**src/rtl/sync_fifo_param_if.sv**
```systemverilog
// sync_fifo_param_if: request/response bundle for sync_fifo_param.
// master drives requests and err_clr; slave is the FIFO.
interface sync_fifo_param_if #(
  parameter int DATA_W = 8,
  parameter int ADDR_W = 6
);
  logic              wr_en;
  logic [DATA_W-1:0] data_in;
  logic              rd_en;
  logic [DATA_W-1:0] data_o;
  logic              full;
  logic              empty;
  logic              almost_full;
  logic              almost_empty;
  logic [ADDR_W:0]   count;
  logic              err_clr;
  logic              overflow;
  logic              underflow;

  modport master (
    output wr_en,
    output data_in,
    output rd_en,
    output err_clr,
    input  data_o,
    input  full,
    input  empty,
    input  almost_full,
    input  almost_empty,
    input  count,
    input  overflow,
    input  underflow
  );

  modport slave (
    input  wr_en,
    input  data_in,
    input  rd_en,
    input  err_clr,
    output data_o,
    output full,
    output empty,
    output almost_full,
    output almost_empty,
    output count,
    output overflow,
    output underflow
  );
endinterface

```
**src/rtl/sync_fifo_param.sv**
```systemverilog
// sync_fifo_param: synchronous FIFO, exact flags, registered read data.
// Define SYNC_FIFO_ERR_FLAGS_EN to build sticky overflow/underflow flags.
module sync_fifo_param #(
  parameter int DATA_W = 8,
  parameter int ADDR_W = 6,
  parameter int AF_LVL = 48,
  parameter int AE_LVL = 16
) (
  input logic             clk,
  input logic             reset_n,
  sync_fifo_param_if.slave f
);
  localparam int DEPTH = 1 << ADDR_W;
  localparam logic [ADDR_W:0] AF_C =
    (ADDR_W+1)'(AF_LVL);
  localparam logic [ADDR_W:0] AE_C =
    (ADDR_W+1)'(AE_LVL);

  logic [DATA_W-1:0] mem [DEPTH];
  logic [ADDR_W:0]   wr_ptr;
  logic [ADDR_W:0]   rd_ptr;
  logic [ADDR_W:0]   count_q;
  logic [ADDR_W:0]   cnt_nxt;
  logic [DATA_W-1:0] dout_q;
  logic              full_w;
  logic              empty_w;
  logic              wr_acc;
  logic              rd_acc;
  logic [ADDR_W-1:0] wr_idx;
  logic [ADDR_W-1:0] rd_idx;

  assign wr_idx = wr_ptr[ADDR_W-1:0];
  assign rd_idx = rd_ptr[ADDR_W-1:0];

  // Flags come from registered pointers/count only.
  assign empty_w = (wr_ptr == rd_ptr);
  assign full_w  = (wr_idx == rd_idx) &&
                   (wr_ptr[ADDR_W] != rd_ptr[ADDR_W]);

  assign wr_acc = f.wr_en && !full_w;
  assign rd_acc = f.rd_en && !empty_w;

  assign f.full         = full_w;
  assign f.empty        = empty_w;
  assign f.almost_full  = (count_q >= AF_C);
  assign f.almost_empty = (count_q <= AE_C);
  assign f.count        = count_q;
  assign f.data_o       = dout_q;

  // Storage array, intentionally not reset.
  always_ff @(posedge clk) begin
    if (wr_acc) begin
      mem[wr_idx] <= f.data_in;
    end
  end

  // Pointers advance only on accepted operations.
  always_ff @(posedge clk or negedge reset_n) begin
    if (!reset_n) begin
      wr_ptr <= '0;
      rd_ptr <= '0;
    end else begin
      if (wr_acc) wr_ptr <= wr_ptr + 1'b1;
      if (rd_acc) rd_ptr <= rd_ptr + 1'b1;
    end
  end

  // Occupancy next-state from accepted ops.
  always_comb begin
    cnt_nxt = count_q;
    unique case (1'b1)
      (wr_acc && !rd_acc): cnt_nxt = count_q + 1'b1;
      (rd_acc && !wr_acc): cnt_nxt = count_q - 1'b1;
      default: ;
    endcase
  end

  // Occupancy register.
  always_ff @(posedge clk or negedge reset_n) begin
    if (!reset_n) begin
      count_q <= '0;
    end else begin
      count_q <= cnt_nxt;
    end
  end

  // Read data loads on accepted read, holds otherwise.
  always_ff @(posedge clk or negedge reset_n) begin
    if (!reset_n) begin
      dout_q <= '0;
    end else if (rd_acc) begin
      dout_q <= mem[rd_idx];
    end
  end

`ifdef SYNC_FIFO_ERR_FLAGS_EN
  logic ovf_q;
  logic unf_q;

  // Sticky errors; a new error beats err_clr.
  always_ff @(posedge clk or negedge reset_n) begin
    if (!reset_n) begin
      ovf_q <= 1'b0;
      unf_q <= 1'b0;
    end else begin
      ovf_q <= (f.wr_en && full_w) ||
               (ovf_q && !f.err_clr);
      unf_q <= (f.rd_en && empty_w) ||
               (unf_q && !f.err_clr);
    end
  end

  assign f.overflow  = ovf_q;
  assign f.underflow = unf_q;
`else
  logic unused_err_clr;

  assign unused_err_clr = f.err_clr;
  assign f.overflow     = 1'b0;
  assign f.underflow    = 1'b0;
`endif
endmodule

```
**src/flat_wrapper.sv**
```systemverilog
// flat-port wrapper written by rule: the top's interface ports become plain ports
module sync_fifo_param_flat 
#(
  parameter int DATA_W = 8,
  parameter int ADDR_W = 6,
  parameter int AF_LVL = 48,
  parameter int AE_LVL = 16
)
  (clk, reset_n, f_wr_en, f_data_in, f_rd_en, f_err_clr, f_data_o, f_full, f_empty, f_almost_full, f_almost_empty, f_count, f_overflow, f_underflow);
  sync_fifo_param_if #(.DATA_W(DATA_W), .ADDR_W(ADDR_W)) f_i ();
  input logic clk;
  input logic reset_n;
  input wire logic [$bits(f_i.wr_en)-1:0] f_wr_en;
  input wire logic [$bits(f_i.data_in)-1:0] f_data_in;
  input wire logic [$bits(f_i.rd_en)-1:0] f_rd_en;
  input wire logic [$bits(f_i.err_clr)-1:0] f_err_clr;
  output wire logic [$bits(f_i.data_o)-1:0] f_data_o;
  output wire logic [$bits(f_i.full)-1:0] f_full;
  output wire logic [$bits(f_i.empty)-1:0] f_empty;
  output wire logic [$bits(f_i.almost_full)-1:0] f_almost_full;
  output wire logic [$bits(f_i.almost_empty)-1:0] f_almost_empty;
  output wire logic [$bits(f_i.count)-1:0] f_count;
  output wire logic [$bits(f_i.overflow)-1:0] f_overflow;
  output wire logic [$bits(f_i.underflow)-1:0] f_underflow;
  assign f_i.wr_en = f_wr_en;
  assign f_i.data_in = f_data_in;
  assign f_i.rd_en = f_rd_en;
  assign f_i.err_clr = f_err_clr;
  assign f_data_o = f_i.data_o;
  assign f_full = f_i.full;
  assign f_empty = f_i.empty;
  assign f_almost_full = f_i.almost_full;
  assign f_almost_empty = f_i.almost_empty;
  assign f_count = f_i.count;
  assign f_overflow = f_i.overflow;
  assign f_underflow = f_i.underflow;
  sync_fifo_param #(.DATA_W(DATA_W), .ADDR_W(ADDR_W), .AF_LVL(AF_LVL), .AE_LVL(AE_LVL)) u_core (.clk(clk), .reset_n(reset_n), .f(f_i));
endmodule
```
**config.mk**
```make
export PLATFORM = sky130hd
export DESIGN_NAME = sync_fifo_param_flat
export DESIGN_NICKNAME = d
export VERILOG_FILES = /design/src/rtl/sync_fifo_param_if.sv /design/src/rtl/sync_fifo_param.sv /design/src/flat_wrapper.sv
export SDC_FILE = /design/constraint.sdc
export NUM_CORES = 1
export LEC_CHECK = 0
export CORE_MARGIN = 3
export CORE_UTILIZATION = 50
export DETAILED_ROUTE_END_ITERATION = 12
export PLACE_DENSITY = 0.66
export SYNTH_ARGS = -nofsm -noshare
export SYNTH_HDL_FRONTEND = slang
export SYNTH_SLANG_ARGS = --single-unit
```
**constraint.sdc**
```tcl
create_clock -name clk -period 3.9 [get_ports clk]
set_input_delay 0.78 -clock clk [delete_from_list [all_inputs] [get_ports clk]]
set_output_delay 0.78 -clock clk [all_outputs]
set_load 0.01 [all_outputs]
```
==> impl_results.md <==
- Status: complete, no violations
- Die Y: approximately 210 um
- Sw Pwr: 5.13 mW
- Internal power: ~11 mW
- Vias post-DR: around 11000
- Logic pwr share: between 20% and 30%
- CTS tree: done
- Fill cell count: just over 3000
- PD cells: 680 nW/um^2
- Maximum VDD drop: ~0.54 mV
- Max clock buf depth: 3
- Clock transition at path regs: roughly 0.060 ns
- Hold-fix buffers, CTS: 0
- Clock Latency Late Sink: 0.58 ns
- Crit-path max FO: 11
- Avg Cell Area, Syn: between 15 and 20 um^2
- Synth Flop Type: edfxtp_1
- Main combinational cell family by area after synthesis: multiplexers
- Synth Area in XOR/XNOR: less than 1%
- Final count of hold timing violations: 0
- Number of synthesized flops with an enable pin: slightly above 500
- Dominant cell type by area after synthesis: edfxtp_1
- End of the worst register-to-register path: u_core.f.count[6]
- FF+latch count, synth: approximately 540
- CTS buffer count: 53
- Seq/Total Area, Yosys: between 70% and 80%
- Area after DPL: about 23000 um^2
- Critical path arrival: roughly 4.0 ns
- Critical path's largest stage delay: 0.50 ns
- Worst-Margin Slew: between 1 and 1.5 ns
- R2R Path Start: u_core.wr_ptr[3]
- CP top delay family: simple AND/OR/NAND/NOR gates
- Hold Path Depth: 1
- Clock share of power: between 20% and 30%
- Antenna-violating nets left: 0
- Resized cells post-CTS: 0
- Worst setup SP type: register
- Critical path buffers and inverters: 1
- Adder-cell share of the synthesized area: less than 1%
- RSZ-0062 raised after global routing: no
- Clock skew: 0.0145 ns
- Final Setup Violations: 0
- Final #Nets: around 1300
- Final setup TNS: 0 ns
- Synth Area in Simple Gates: under 10%
- Port bufs: 30
- Cell variety after synth: 55
- Period utilization: about nine tenths
- First-pass iteration count of the detailed router: 7
- Leakage power of the design: 7.95 nW
- Detail Placement HPWL: between 20 and 30 mm
- CTS H-Tree Depth: 2
- HP Start: u_core.rd_ptr[6]
- Top cells by area, synth: edfxtp_1 71%, mux4_2 11%, dfrtp_1 3.4%, mux2i_1 2.1%, nor2_1 1.6%
- Sequential Power Share: 42.2%
- Post-CTS Setup Inserts: 0
- Number of antenna violations at the first check in global routing: 0
- Relative slew slack: a little over a quarter
- Die X: approximately 210 um
- Share of cells above drive strength 1: a little over a fifth
- Slowest stage cell, crit path: or4_1
- Post-synth top area share: between 70% and 80%
- Slew Limit Fails: 0
- Util after Layout: 57.6%
- CP Class: register to register
- Placed Cells: around 1700
- Seq. cell area: between 15000 and 20000 um^2
- Core Footprint: approximately 42000 um^2
- Clock root buffer: clkbuf_16
- Effective utilization at floorplan: about 50%
- Warnings, synthesis: 0
- Placement row count: 75
- Wire per inst: between 20 and 30 um
- Sw frac: between 30% and 40%
- Finished Layout Cells: 1808
- Largest net degree at the start of global routing: 103
- Fin area: 24300 um^2
- Die ar.: approximately 46000 um^2
- Critical Path End Type: register
- FF-to-FF path depth: 12
- Routed vias/inst: between 6 and 7
- Area delta synth->final: 12.9%
- Synthesized area: around 22000 um^2
- Worst hold path type: register to register
- Compound-gate portion of the synthesized area: approximately 3.5%
- Vias in the first global route: 11000
- Ant. Diodes: 0
- Min Tclk post-route: between 3 and 4 ns
- Critical-path cell list: xor2_1 -> nor4_2 -> a21boi_1 -> inv_1 -> ha_1 -> ha_1 -> nor2b_1 -> o21ai_0 -> a21boi_0 -> or4_1 -> nand3_1 -> xor2_1
- First-pass GRT wire length: about 72 mm
- GPL Wtd Cong: around 0.8
- Clock Sinks: about 540
- Post-synthesis mux area share: 13.6%
- DRC viols: 0
- Total Power: 16.5 mW
- FFs w/ async S/R, synth: around 5.4%
- Gr usage total: between 20 and 25%
- Achievable Freq: 287 MHz
- GR Overflow Total: 0
- Drt first-iter violations: between 1000 and 1500
- Synth Instances: around 1100
- Area of the multi-input gates: 5000 um^2
- DRT Wirelength: between 40 and 50 mm
- Min-Delay Endpoint: u_core.rd_ptr[6]
- Max cap viols: 0
- Internal reg-to-reg setup slack: around 0.42 ns
- IO Pins: 34
- Worst EP required: around 4.4 ns
## flip-flops by register name, summed over array words and instances, names as in the netlist
register / flops
u_core.f.count: 7
u_core.f.data_o: 8
u_core.mem: 512
u_core.rd_ptr: 7
u_core.wr_ptr: 7
## final cells by class
cell class	count	area share [%]
Clock buffer	76	5.89
Clock inverter	19	0.453
Timing Repair Buffer	119	3.92
Multi-Input combinational cell	506	20.6
Tap cell	539	2.77
Inverter	8	0.124
Sequential cell	541	66.3
## how the worst max path moves through the flow
stage | endpoint | slack, ns | startpoint | depth (start not counted)
final | u_core.f.count[6] | 0.42 | u_core.wr_ptr[3] | 12
after global routing | u_core.f.count[6] | 0.15 | u_core.wr_ptr[3] | 12
after CTS | u_core.f.count[6] | 0.40 | u_core.wr_ptr[3] | 12
after detailed placement | u_core.f.count[6] | 0.29 | f_wr_en | 11
after global placement | u_core.f.count[6] | 0.39 | f_wr_en | 11
after floorplan | u_core.f.count[6] | 0.69 | u_core.wr_ptr[0] | 13
## per-layer routing
metal	routed length (um)	global-route usage [%]	vias up	share of wire [%]
li1	-	-	4746	-
met1	20900	32.6	5692	44
met2	22100	32.7	426	46
met3	3420	3.79	91	7.1
met4	1530	7.59	0	3.2
met5	0	0	-	0
## per-stage QoR
step | setup slack, ns | hold slack (ns)
finish | 0.421 | 0.502
global route | 0.147 | 0.516
CTS | 0.402 | 0.495
detailed placement | 0.294 | 0.480
global placement | 0.391 | 0.478
floorplan | 0.687 | 0.462
## synth_stat cells (3+ instances only)
cell type,number
mux2_2,3
and3_1,3
o22ai_1,12
nor2_1,90
nor3_1,8
a31oi_1,8
nand2_1,35
and2_1,3
ha_1,8
a21oi_1,13
buf_1,5
dfrtp_1,29
o22a_1,3
nand2b_1,11
nor2b_1,15
buf_4,16
a22oi_1,22
mux4_2,106
buf_2,21
a211oi_1,16
xnor2_1,9
a2111oi_0,4
edfxtp_1,512
a221oi_1,3
a22o_1,3
inv_1,8
xor2_1,14
nand3_1,21
nand4_1,7
nand3b_1,5
nand4b_1,3
buf_6,9
o21ai_0,10
mux2i_1,45
clkbuf_1,12
## cell usage in the layout (no fill, tap or decap), types with 3 or more instances in the layout
cell             Yosys  final
mux2i_1             45     45
clkbuf_16            0     53
clkinv_1             0     10
mux2_2               3      3
mux4_2             106    106
dfrtp_1             29     26
nand4_1              7      7
a31oi_1              8      7
o22ai_1             12     12
o22a_1               3      3
a22o_1               3      3
nand3b_1             5      5
a2111oi_0            4      4
buf_2               21      8
ha_1                 8      8
a21oi_1             13     13
buf_4               16     87
nand2_1             35     35
clkdlybuf4s50_1      0     22
o21ai_0             10     10
inv_1                8      8
and3_1               3      3
and2_1               3      3
xor2_1              14     14
nand4b_1             3      3
nor3_1               8      8
nor2_1              90     90
nor2b_1             15     15
a211oi_1            16     16
nand3_1             21     21
edfxtp_1           512    512
clkinv_2             0      7
nand2b_1            11     11
xnor2_1              9      9
a22oi_1             22     22
a221oi_1             3      3
clkbuf_1            12     21
## power by group through the flow
stage                     Combinational [mW]  Clock (mW)  Sequential (mW)
final                                   4.91        4.63             6.98
after global routing                    5.26        4.94             7.01
after CTS                               4.96        4.72             6.97
after detailed placement                4.94           0             7.10
after global placement                  4.89           0             7.08
after floorplan                         3.52           0             6.95
## logic make-up (layout without fill, tap and decap cells)
kind of cell,Yosys count,count (layout)
flops,541,541
simple gates,209,209
mux,156,156
compound gates,107,107
buf+inv,72,222
xor+xnor,23,23
fa+ha+maj,9,9
other cells,1,2
(Power assumes the default switching activity.)
